## src/rtl/sched_arb_pkg.sv

```systemverilog
// Shared types and requester indices for the scheduler request arbiter.
package sched_arb_pkg;

    typedef enum logic [1:0] {
        IDLE    = 2'd0,
        RUN     = 2'd1,
        ACK     = 2'd2,
        RELEASE = 2'd3
    } state_t;

    localparam int NUM_REQ = 3;

    localparam logic [1:0] REQ_CORE0 = 2'd0;
    localparam logic [1:0] REQ_CORE1 = 2'd1;
    localparam logic [1:0] REQ_CHAN  = 2'd2;

    // Round-robin successor; wraps chan back to core0.
    function automatic logic [1:0] next_req(input logic [1:0] idx);
        return (idx >= REQ_CHAN) ? REQ_CORE0 : idx + 2'd1;
    endfunction

endpackage

```

## src/rtl/rr_pick3.sv

```systemverilog
// Combinational round-robin picker over three requesters, searching from the
// requester after last_grant.
module rr_pick3
    import sched_arb_pkg::*;
(
    input  logic [NUM_REQ-1:0] req,
    input  logic [1:0]         last_grant,
    output logic               valid,
    output logic [1:0]         grant
);

    logic [1:0] cand;

    always_comb begin
        valid = 1'b0;
        grant = last_grant;
        cand  = last_grant;
        for (int i = 0; i < NUM_REQ; i++) begin
            cand = next_req(cand);
            if (!valid && req[cand]) begin
                valid = 1'b1;
                grant = cand;
            end
        end
    end

endmodule

```

## src/rtl/sched_request_arbiter.sv

```systemverilog
// Serialises core0/core1/channel schedule requests onto the Scheduler's
// single enable/finished handshake, one operation at a time, round-robin.
//
// state   | meaning
// IDLE    | sample requests, latch winner's operation
// RUN     | Scheduler enabled, waiting for finished
// ACK     | raise the grantee's ack for one cycle
// RELEASE | wait for finished low before allowing a new grant
module sched_request_arbiter
    import sched_arb_pkg::*;
#(
    parameter int addrBits = 16
) (
    input  logic                clk,
    input  logic                reset,
    input  logic                core0Req,
    input  logic                core0HasDeschedule,
    input  logic [addrBits-1:0] core0DeschedulePid,
    input  logic                core0HasSchedule,
    input  logic [addrBits-1:0] core0SchedulePid,
    output logic                core0Ack,
    input  logic                core1Req,
    input  logic                core1HasDeschedule,
    input  logic [addrBits-1:0] core1DeschedulePid,
    input  logic                core1HasSchedule,
    input  logic [addrBits-1:0] core1SchedulePid,
    output logic                core1Ack,
    input  logic                chanReq,
    input  logic [addrBits-1:0] chanSchedulePid,
    output logic                chanAck,
    output logic                schedEnabled,
    input  logic                schedFinished,
    output logic                schedHasDeschedule,
    output logic [addrBits-1:0] schedDeschedulePid,
    output logic                schedHasSchedule,
    output logic [addrBits-1:0] schedSchedulePid,
    output logic                busy
);

    state_t              state;
    logic [1:0]          grant_idx;
    logic [1:0]          last_grant;
    logic [NUM_REQ-1:0]  ack_q;

    logic                pick_valid;
    logic [1:0]          pick_idx;
    logic                win_hd;
    logic [addrBits-1:0] win_dp;
    logic                win_hs;
    logic [addrBits-1:0] win_sp;

    rr_pick3 u_pick (
        .req        ({chanReq, core1Req, core0Req}),
        .last_grant (last_grant),
        .valid      (pick_valid),
        .grant      (pick_idx)
    );

    // The channel controller only ever wakes a process: schedule without deschedule.
    always_comb begin
        win_hd = 1'b0;
        win_dp = '0;
        win_hs = 1'b0;
        win_sp = '0;
        case (pick_idx)
            REQ_CORE0: begin
                win_hd = core0HasDeschedule;
                win_dp = core0DeschedulePid;
                win_hs = core0HasSchedule;
                win_sp = core0SchedulePid;
            end
            REQ_CORE1: begin
                win_hd = core1HasDeschedule;
                win_dp = core1DeschedulePid;
                win_hs = core1HasSchedule;
                win_sp = core1SchedulePid;
            end
            REQ_CHAN: begin
                win_hs = 1'b1;
                win_sp = chanSchedulePid;
            end
            default: ;
        endcase
    end

    always_ff @(posedge clk) begin
        if (reset) begin
            state              <= IDLE;
            grant_idx          <= REQ_CORE0;
            last_grant         <= REQ_CHAN;
            ack_q              <= '0;
            schedEnabled       <= 1'b0;
            schedHasDeschedule <= 1'b0;
            schedDeschedulePid <= '0;
            schedHasSchedule   <= 1'b0;
            schedSchedulePid   <= '0;
        end else begin
            ack_q <= '0;
            case (state)
                IDLE: begin
                    if (pick_valid) begin
                        schedHasDeschedule <= win_hd;
                        schedDeschedulePid <= win_dp;
                        schedHasSchedule   <= win_hs;
                        schedSchedulePid   <= win_sp;
                        grant_idx          <= pick_idx;
                        last_grant         <= pick_idx;
                        if (!win_hd && !win_hs) begin
                            state <= ACK;
                        end else begin
                            schedEnabled <= 1'b1;
                            state        <= RUN;
                        end
                    end
                end
                RUN: begin
                    if (schedFinished) begin
                        schedEnabled <= 1'b0;
                        state        <= ACK;
                    end
                end
                ACK: begin
                    ack_q <= 3'b001 << grant_idx;
                    state <= RELEASE;
                end
                RELEASE: begin
                    if (!schedFinished) state <= IDLE;
                end
                default: state <= IDLE;
            endcase
        end
    end

    assign core0Ack = ack_q[REQ_CORE0];
    assign core1Ack = ack_q[REQ_CORE1];
    assign chanAck  = ack_q[REQ_CHAN];
    assign busy     = (state != IDLE);

endmodule

```

## config.mk

```make
export PLATFORM = sky130hd
export DESIGN_NAME = sched_request_arbiter
export DESIGN_NICKNAME = d
export VERILOG_FILES = /design/src/rtl/sched_arb_pkg.sv /design/src/rtl/rr_pick3.sv /design/src/rtl/sched_request_arbiter.sv
export SDC_FILE = /design/constraint.sdc
export NUM_CORES = 1
export LEC_CHECK = 0
export CORE_ASPECT_RATIO = 0.75
export CORE_UTILIZATION = 40
export CTS_CLUSTER_SIZE = 28
export DETAILED_ROUTE_END_ITERATION = 7
export PLACE_DENSITY = 0.87
export RECOVER_POWER = 25
export SLEW_MARGIN = 15
export SYNTH_ARGS = -nofsm -noshare
export SYNTH_HDL_FRONTEND = slang
export SYNTH_SLANG_ARGS = --single-unit
```

## constraint.sdc

```tcl
create_clock -name clk -period 4.3 [get_ports clk]
set_input_delay 0.86 -clock clk [delete_from_list [all_inputs] [get_ports clk]]
set_output_delay 0.86 -clock clk [all_outputs]
set_load 0.005 [all_outputs]
```

* After elaboration in Yosys (flattened, before gate mapping)
Cells that the tools add are included.
** Operators by class
- Add/sub/neg operators :: 3
- Bitwise logic cells :: 1
- $lt $le $gt $ge :: 6
- Reductions and logical operators :: 15
- Eq/ne operators :: 9
- Multiplexer cells :: 28
- Shifts and indexed selects :: 1
** Operators by type and width (count)
- 16-bit one-hot mux with 3 select lines :: 1
- 16-bit one-hot mux with 2 select lines :: 1
- 2-bit 2-to-1 mux :: 10
- 2-bit by 3-bit < comparator with 1-bit output, second input constant :: 3
- 1-bit 2-to-1 mux :: 9
- 2-bit inequality test, second input constant :: 4
- 2-bit one-hot mux with 4 select lines :: 1
- 2-bit by 1-bit adder with 2-bit output, second input constant :: 3
- 1-bit binary-select mux with 2-bit select :: 3
- 2-bit equality test, second input constant :: 3
- 2-bit >= comparator, second input constant :: 3
- 2-bit by 1-bit equality test with 1-bit output, second input constant :: 2
- 1-bit logical NOT :: 4
- 2-bit logical NOT :: 2
- 1-bit one-hot mux with 2 select lines :: 2
- 4-bit AND reduction :: 1
- 2-bit nonzero test :: 2
- 1-bit logical AND :: 3
- 1-bit one-hot mux with 3 select lines :: 1
- 3-bit AND reduction :: 1
- 1-bit by 2-bit << shifter with 3-bit output, first input constant :: 1
- 2-bit AND reduction :: 1
- 2-bit OR reduction :: 1
- 1-bit inverter :: 1
** Word-level totals
- Flip-flop bits (word level) :: 44
- Output and inout port bits :: 39

* Depth between registers and ports, before layout
Gate-level depths: netlist (run 1).
- Word-level depth :: 18
- Depth in mapped cells :: 8

* Modules after synthesis
From an unflattened synthesis (run 1), not the netlist that was laid out.
** Unflattened totals
- Cell total of the unflattened synthesis :: 249
- Area total of the unflattened synthesis :: 2198.4 um^2
** By module, submodules not included
- sched_request_arbiter :: sequential area each 860.8 um^2, area each 2145.8 um^2, times used 1, cells an instance 240
- rr_pick3 :: sequential area each 0.0 um^2, area each 52.6 um^2, times used 1, cells an instance 9

* Worst setup path before layout (run 1)
OpenSTA, ideal clock, no wires.
- Path kind :: input to register
- Start :: input chanReq
- End :: register schedSchedulePid[10]
- Stages :: 6
- Required time :: 4.168 ns
- Path slack :: 1.865 ns
- Library setup time :: 0.132 ns
- Data arrival time :: 2.303 ns
- Buffers on the path :: 1
- Path through :: and2b_1 -> a21oi_2 -> buf_2 -> mux2_2 -> a221oi_1 -> nor3_1
** On the way
- Cells in the longest elaborated chain, start to end :: 11
- Elaborated cells between the ends (all ways) :: 21
- Classes of those cells :: 2 x eq/ne; 13 x mux; 6 x reduce/logical
** RTL lines
- start: declaration :: RTL line sched_request_arbiter.sv:28 : input logic chanReq,
- 1-bit binary-select mux with 2-bit select :: RTL line rr_pick3.sv:20 : if (!valid && req[cand]) begin
- 1-bit 2-to-1 mux (not written as such) :: RTL line rr_pick3.sv:20
- 1-bit 2-to-1 mux :: RTL line rr_pick3.sv:20
- 1-bit logical NOT :: RTL line rr_pick3.sv:20
- 1-bit logical AND :: RTL line rr_pick3.sv:20
- 1-bit 2-to-1 mux :: RTL line rr_pick3.sv:20
- 1-bit logical NOT :: RTL line rr_pick3.sv:20
- 1-bit logical AND :: RTL line rr_pick3.sv:20
- 2-bit 2-to-1 mux :: RTL line rr_pick3.sv:20
- 2-bit equality test, or another cell as far along :: RTL line sched_request_arbiter.sv:65 : case (pick_idx)
- 16-bit one-hot mux with 3 select lines :: RTL line sched_request_arbiter.sv:65
- end signal: assignment :: RTL line sched_request_arbiter.sv:105 : schedSchedulePid <= win_sp;
- end: declaration :: RTL line sched_request_arbiter.sv:36 : output logic [addrBits-1:0] schedSchedulePid,
Parallel ways exist; a longest one is shown, timed or not. The select of a mux whose other input is x is not followed.
A chain may end at the register's enable or synchronous reset.

* Final worst setup path (run 1)
- Start :: input core0Req
- End :: register schedSchedulePid[15]
** On the way
- Cells in the longest elaborated chain, start to end :: 11
- Elaborated cells between the ends (all ways) :: 21
- Classes of those cells :: 2 x eq/ne; 13 x mux; 6 x reduce/logical
** RTL lines
- start: declaration :: RTL line sched_request_arbiter.sv:16 : input logic core0Req,
- 1-bit binary-select mux with 2-bit select :: RTL line rr_pick3.sv:20
- 1-bit 2-to-1 mux (not written as such) :: RTL line rr_pick3.sv:20
- 1-bit 2-to-1 mux :: RTL line rr_pick3.sv:20
- 1-bit logical NOT :: RTL line rr_pick3.sv:20
- 1-bit logical AND :: RTL line rr_pick3.sv:20
- 1-bit 2-to-1 mux :: RTL line rr_pick3.sv:20
- 1-bit logical NOT :: RTL line rr_pick3.sv:20
- 1-bit logical AND :: RTL line rr_pick3.sv:20
- 2-bit 2-to-1 mux :: RTL line rr_pick3.sv:20
- 2-bit equality test, or another cell as far along :: RTL line sched_request_arbiter.sv:65
- 16-bit one-hot mux with 3 select lines :: RTL line sched_request_arbiter.sv:65
Parallel ways exist; a longest one is shown, timed or not. The select of a mux whose other input is x is not followed.

==> results of run 1 <==
==> synth_stat cells, drive strengths merged <==
cell / number
or4b: 1
inv: 3
nand3b: 1
o211ai: 2
or4: 1
buf: 6
or3b: 1
o32a: 1
clkbuf: 14
dfxtp: 43
a311oi: 2
ha: 4
a31oi: 1
nor4b: 1
a21oi: 3
nor2: 43
nor4bb: 2
nand3: 1
nor3: 36
and2b: 1
nand2b: 5
and3: 1
o21ai: 3
a31o: 1
mux2: 16
a221oi: 34
a2111oi: 1
a211oi: 1
nor3b: 1
nand2: 8
dlygate4sd3: 1
nor2b: 1
==> logic make-up (layout without fill, tap and decap cells) <==
group | Yosys count | count (layout)
and+or+nand+nor | 104 | 104
AOI/OAI and AO/OA | 49 | 49
DFF | 43 | 43
buffers and inverters | 24 | 144
muxes | 16 | 16
adders and majority gates | 4 | 4
==> per-stage QoR <==
step	hold WS [ns]	worst slack [ns]	instance area [µm²]	power [µW]
floorplan	0.430	1.86	2110	1220
global placement	0.457	1.24	3430	1710
detailed placement	0.479	1.14	3430	1740
CTS	0.494	1.45	3560	2120
global route	0.504	1.23	3560	2230
finish	0.489	1.40	3560	2080
==> critical path, stage by stage <==
cell and delay [ns]:
clkdlybuf4s50_1 0.51, nor3_1 0.58, nand2b_1 0.53, buf_4 0.34, a221oi_1 0.08, nor3_1 0.19
==> flip-flops by register name, indices dropped and copies added (netlist names) <==
register / flops
schedSchedulePid: 16
last_grant: 1
schedHasSchedule: 1
schedDeschedulePid: 16
schedEnabled: 1
state: 2
grant_idx: 2
ack_q: 3
schedHasDeschedule: 1
==> area by class of cell <==
type                       instances  share of cell area
timing repair buffer             133               0.369
multi-input combinational        173               0.323
sequential                        43               0.242
tap                               72              0.0253
clock buffer                       6              0.0204
clock inverter                     2              0.0169
inverter                           3             0.00317
==> power by group through the flow <==
| stage | Clock (µW) | Sequential, µW | Combinational, µW |
|---|---|---|---|
| final | 368 | 670 | 1040 |
| after floorplan | 0 | 669 | 555 |
| after global routing | 391 | 694 | 1140 |
| after detailed placement | 0 | 682 | 1060 |
| after CTS | 377 | 674 | 1070 |
| after global placement | 0 | 674 | 1040 |
==> path summary, 6_finish.rpt <==
path	from	slack, ns	cells after the start	to
worst min register to register	schedSchedulePid[13]	0.49	2	schedSchedulePid[13]
worst max-delay path	core0Req	1.40	6	schedSchedulePid[15]
worst max register to register	grant_idx[0]	2.11	5	schedSchedulePid[15]
worst min-delay path	schedSchedulePid[13]	0.49	2	schedSchedulePid[13]
==> per-layer routing <==
layer,vias to the layer above,track usage
li1,1141,-
met1,1079,0.290
met2,91,0.418
met3,5,0.0675
met4,0,0.0667
met5,-,0
==> results.ini, run 1 <==
[synthesis]
synthAdderAreaFrac = 0.0237
ys_types = 37
syn_avg_cell_area_um2 = 8.81
synthDominantCellAreaShare = 0.407
muxShareOfSynthArea = 0.0852
synth_area_leaders = dfxtp_1 41%, a221oi_1 14%, nor3_1 8.5%
synth_top_family_by_area = simple AND/OR/NAND/NOR gates
ys_seq_elements = 43
synth_area_leader_cell = dfxtp_1
yosysSeqAreaShare = 0.407
synth_warnings = 0
synth_nets = 334
synthSimpleGateAreaFrac = 0.240
synth_xor_area_frac = 0
netlist_area_um2 = 2110
synth_cells = 240
synth-compound-area-share = 0.192

[power]
p_seq_frac = 0.323
internal_power_uw = 1360
clkPwrFrac = 0.177
p_comb_frac = 0.500
p_sw_frac = 0.346
powerDensity_nw_per_um2 = 583
leakagePower_uw = 0.00136
peakVddDrop_mv = 0.272
p_sw_uw = 717

[global_route]
grt_pass1_vias = 2214
grt_pass1_wl_um = 10500
overflow = 0
grt_max_degree = 45
antenna_found_initial = 0
grt_use_total = 0.240

[worst_setup_path]
worstPathArrival_ns = 3.10
crit_path_end_kind = register
path_class = in -> reg
path_max_fanout = 20
crit_required_ns = 4.50
worst_setup_path_start_kind = primary input

[clock_network]
clk_pin_slew_ns = 0.08
clkLatencyLatePin_ns = 0.29
cts_max_path_buffers = 2
root_buffer = clkbuf_8
htreeDepth = 2
clkSinkCount = 43
cts_hold_buf = 0
post_cts_buffers = 0
numCtsBuffers = 5
cts_tree = done
ctsResizeCount = 0

[detailed_routing]
met2_length_um = 3100
ant_nets = 0
maxUsedRoutingLayer = met4
drcViolationCount = 0
firstDrtPassIters = 4
routed_wl_um = 6370
first_iter_violations = 99
vias_per_cell = 5.36
wire_per_inst_um = 14.7
met3_length_um = 534
vias = 2316
wl_met1_um = 2680

[place]
gp_congestion = 0.827
dp_hpwl_um = 4650
dpl.cell_count = 424
portBuffers = 128

[finish]
n_antenna_cell = 0
layout.area.seq_um2 = 861
fillers = 392
area_growth_pct = 68.2
multiInputGateArea_um2 = 1150
final_common_cell = clkdlybuf4s50_1
drive_gt1_frac = 0.0944
fin_cells = 432
final_cell_mix = 110 x clkdlybuf4s50_1, 43 x dfxtp_1, 42 x nor2_1, 36 x nor3_1, 34 x a221oi_1
final_util = 0.714
fin_nets = 453

[run_status]
outcome = complete, but fails checks
violations = capacitance limit, slew limit

[min_path]
hp-class = reg -> reg

[floorplan]
coreArea_um2 = 4980
die-area_um2 = 5580
die_w_um = 86.0
rows = 22
io_pins = 129
die_h_um = 65.0
initial_core_util = 0.424

[timing]
post-route-period-util = 0.675
setup_viol = 0
rsz0062_at_grt = no
maxSlewHeadroom = -0.276
fmax_mhz = 345
slew_violations = 45
hold_viol_final = 0
fin_skew_ns = 0.00636
setup_tns_ns = 0
finalCriticalPeriod_ns = 2.90
tightest_slew_ns = 1.91

[run]
max_cap_viol_count = 1

(Power assumes the default switching activity.)
==> inputs of run 2 (changes only) <==
--- a/config.mk
+++ b/config.mk
@@ -6,10 +6,10 @@
 export NUM_CORES = 1
 export LEC_CHECK = 0
 export CORE_ASPECT_RATIO = 0.75
-export CORE_UTILIZATION = 40
+export CORE_UTILIZATION = 34
 export CTS_CLUSTER_SIZE = 28
 export DETAILED_ROUTE_END_ITERATION = 7
-export PLACE_DENSITY = 0.87
+export PLACE_DENSITY = 0.78
 export RECOVER_POWER = 25
 export SLEW_MARGIN = 15
 export SYNTH_ARGS = -nofsm -noshare
==> constraint.sdc (replaced) <==
create_clock -name clk -period 2.6 [get_ports clk]
set_input_delay 0.52 -clock clk [delete_from_list [all_inputs] [get_ports clk]]
set_output_delay 0.52 -clock clk [all_outputs]
set_load 0.005 [all_outputs]
==> results.ini, run 2 (same netlist as run 1, synthesis figures left out) <==
[worst_setup_path]
r2r_cells = 5  ; unchanged
reg2reg_from = grant_idx[0]  ; unchanged
max_stage_delay_ns = 0.59  ; was 0.58 ns
crit_path_end_kind = register  ; unchanged
worstPathArrival_ns = 2.51  ; was 3.10 ns
path_class = in -> reg  ; unchanged
crit_required_ns = 2.81  ; was 4.50 ns
critPathTopFamily = simple AND/OR/NAND/NOR gates  ; unchanged
path_cells = clkdlybuf4s50_1, or3b_2, and3_4, o32a_1, or4_1, a31oi_1  ; was clkdlybuf4s50_1, nor3_1, nand2b_1, buf_4, a221oi_1, nor3_1
r2r_slack_ns = 0.59  ; was 2.11 ns
path_buf_inv = 1  ; was 2
worst_setup_path_start_kind = primary input  ; unchanged
path_max_fanout = 7  ; was 20
slowest_stage = clkdlybuf4s50_1  ; was nor3_1
r2r-end = schedEnabled  ; was schedSchedulePid[15]

[clock_network]
root_buffer = clkbuf_8  ; unchanged
post_cts_buffers = 0  ; unchanged
clkSinkCount = 43  ; unchanged
clk_pin_slew_ns = 0.07  ; was 0.08 ns
htreeDepth = 2  ; unchanged
cts_tree = done  ; unchanged
clkLatencyLatePin_ns = 0.29  ; about the same
cts_max_path_buffers = 2  ; unchanged
numCtsBuffers = 5  ; unchanged
ctsResizeCount = 0  ; unchanged
cts_hold_buf = 0  ; unchanged

[place]
portBuffers = 128  ; unchanged
gp_congestion = 0.804  ; was 0.827
dp_hpwl_um = 5020  ; was 4650 µm
placed_area_um2 = 3500  ; was 3430 µm²

[detailed_routing]
wire_per_inst_um = 15.0  ; was 14.7 µm
drcViolationCount = 0  ; unchanged
first_iter_violations = 79  ; was 99
ant_nets = 0  ; unchanged
routed_wl_um = 6670  ; was 6370 µm
firstDrtPassIters = 5  ; was 4
vias_per_cell = 5.28  ; was 5.36
vias = 2338  ; was 2316

[floorplan]
io_pins = 129  ; unchanged
die-area_um2 = 6540  ; was 5580 µm²
coreArea_um2 = 5920  ; was 4980 µm²
die_w_um = 93.1  ; was 86.0 µm
rows = 24  ; was 22
initial_core_util = 0.357  ; was 0.424
die_h_um = 70.3  ; was 65.0 µm

[finish]
final_cell_mix = 110 x clkdlybuf4s50_1, 43 x dfxtp_1, 42 x nor2_1, 36 x nor3_1, 34 x a221oi_1  ; unchanged
largestRegisters = schedDeschedulePid x16, schedSchedulePid x16, ack_q x3  ; unchanged
drive_gt1_frac = 0.112  ; was 0.0944
final_common_cell = clkdlybuf4s50_1  ; unchanged
area_growth_pct = 69.8  ; was 68.2%
design_area_um2 = 3590  ; was 3560 µm²
final_util = 0.607  ; was 0.714
n_antenna_cell = 0  ; unchanged
fin_nets = 459  ; was 453

[min_path]
hp-class = reg -> reg  ; unchanged
min_to = schedDeschedulePid[2]  ; was schedSchedulePid[13]
worstHoldStart = schedDeschedulePid[2]  ; was schedSchedulePid[13]
hold_path_depth = 2  ; unchanged

[power]
powerDensity_nw_per_um2 = 930  ; was 583 nW/µm²
peakVddDrop_mv = 0.299  ; was 0.272 mV
leakagePower_uw = 0.00139  ; was 0.00136 µW

[timing]
post-route-period-util = 0.883
tightest_slew_ns = 0.504  ; was 1.91 ns
fin_skew_ns = 0.00796  ; was 0.00636 ns
setup_tns_ns = 0  ; unchanged
maxSlewHeadroom = 0.664  ; was -0.276
hold_slack_ns = 0.489  ; about the same
hold_viol_final = 0  ; unchanged
slew_violations = 0  ; was 45
finalCriticalPeriod_ns = 2.29
rsz0062_at_grt = no  ; unchanged
fmax_mhz = 436
setup_viol = 0  ; unchanged

[global_route]
overflow = 0  ; unchanged
met3_usage = 0.0675  ; about the same
grt_pass1_vias = 2325  ; was 2214
grt_pass1_wl_um = 10900  ; was 10500 µm
grt_use_met2 = 0.366  ; was 0.418
antenna_found_initial = 0  ; unchanged
busiest_layer = met2  ; unchanged
grt_max_degree = 36  ; was 45
grtUsageMet1 = 0.249  ; was 0.290
grt_use_total = 0.211  ; was 0.240

[run_status]
outcome = finished clean  ; was complete, but fails checks

[run]
max_cap_viol_count = 0  ; was 1

[run 2: changes by cell type in the layout (fill, tap and decap cells not counted)]
cell,delta
clkbuf_8,+1
clkinv_2,+1
bufinv_16,-2
buf_2,+1
buf_4,+4
clkbuf_1,-2
buf_12,+2
[run 2: how the worst max path moves through the flow]
stage                   from              endpoint  slack, ns  depth (start not counted)
floorplan            chanReq  schedSchedulePid[10]       0.50                          6
global placement    core1Req          schedEnabled       0.05                          6
detailed placement  core1Req          schedEnabled       0.02                          6
CTS                 core1Req          schedEnabled       0.32                          6
global route        core1Req          schedEnabled       0.25                          6
finish              core1Req          schedEnabled       0.31                          6
[run 2: worst min-delay path: stages, from the launching register on]
cell and delay, ns:
dfxtp_1 0.31, nor2_1 0.09, nor3_1 0.04
[run 2: where the power goes]
group,switching (µW),internal (µW)
clock network,216,209
logic,826,985
registers,167,936
total,1210,2130
[run 2: layer usage]
metal / wire length [µm] / share of wire / up-vias
met1: 2760 / 0.41 / 1083
li1: - / - / 1153
met3: 540 / 0.081 / 6
met5: 0 / 0 / -
met4: 61 / 0.0092 / 0
met2: 3300 / 0.50 / 96
[run 2: area by class of cell]
type | instances | area, µm²
flip-flops and latches | 43 | 861
multi-input cells | 173 | 1150
inverters | 3 | 11.3
fillers | 512 | 2320
clock inverters | 1 | 5.00
well taps | 78 | 97.6
clock buffers | 6 | 82.6
repair buffers | 139 | 1380
[run 2: stage by stage]
stage | cells | setup slack [ns] | total power [µW]
detailed placement | 436 | 0.0235 | 2980
global route | 443 | 0.253 | 3620
global placement | 436 | 0.0533 | 2940
finish | 443 | 0.305 | 3340
floorplan | 240 | 0.505 | 2020
CTS | 443 | 0.320 | 3420
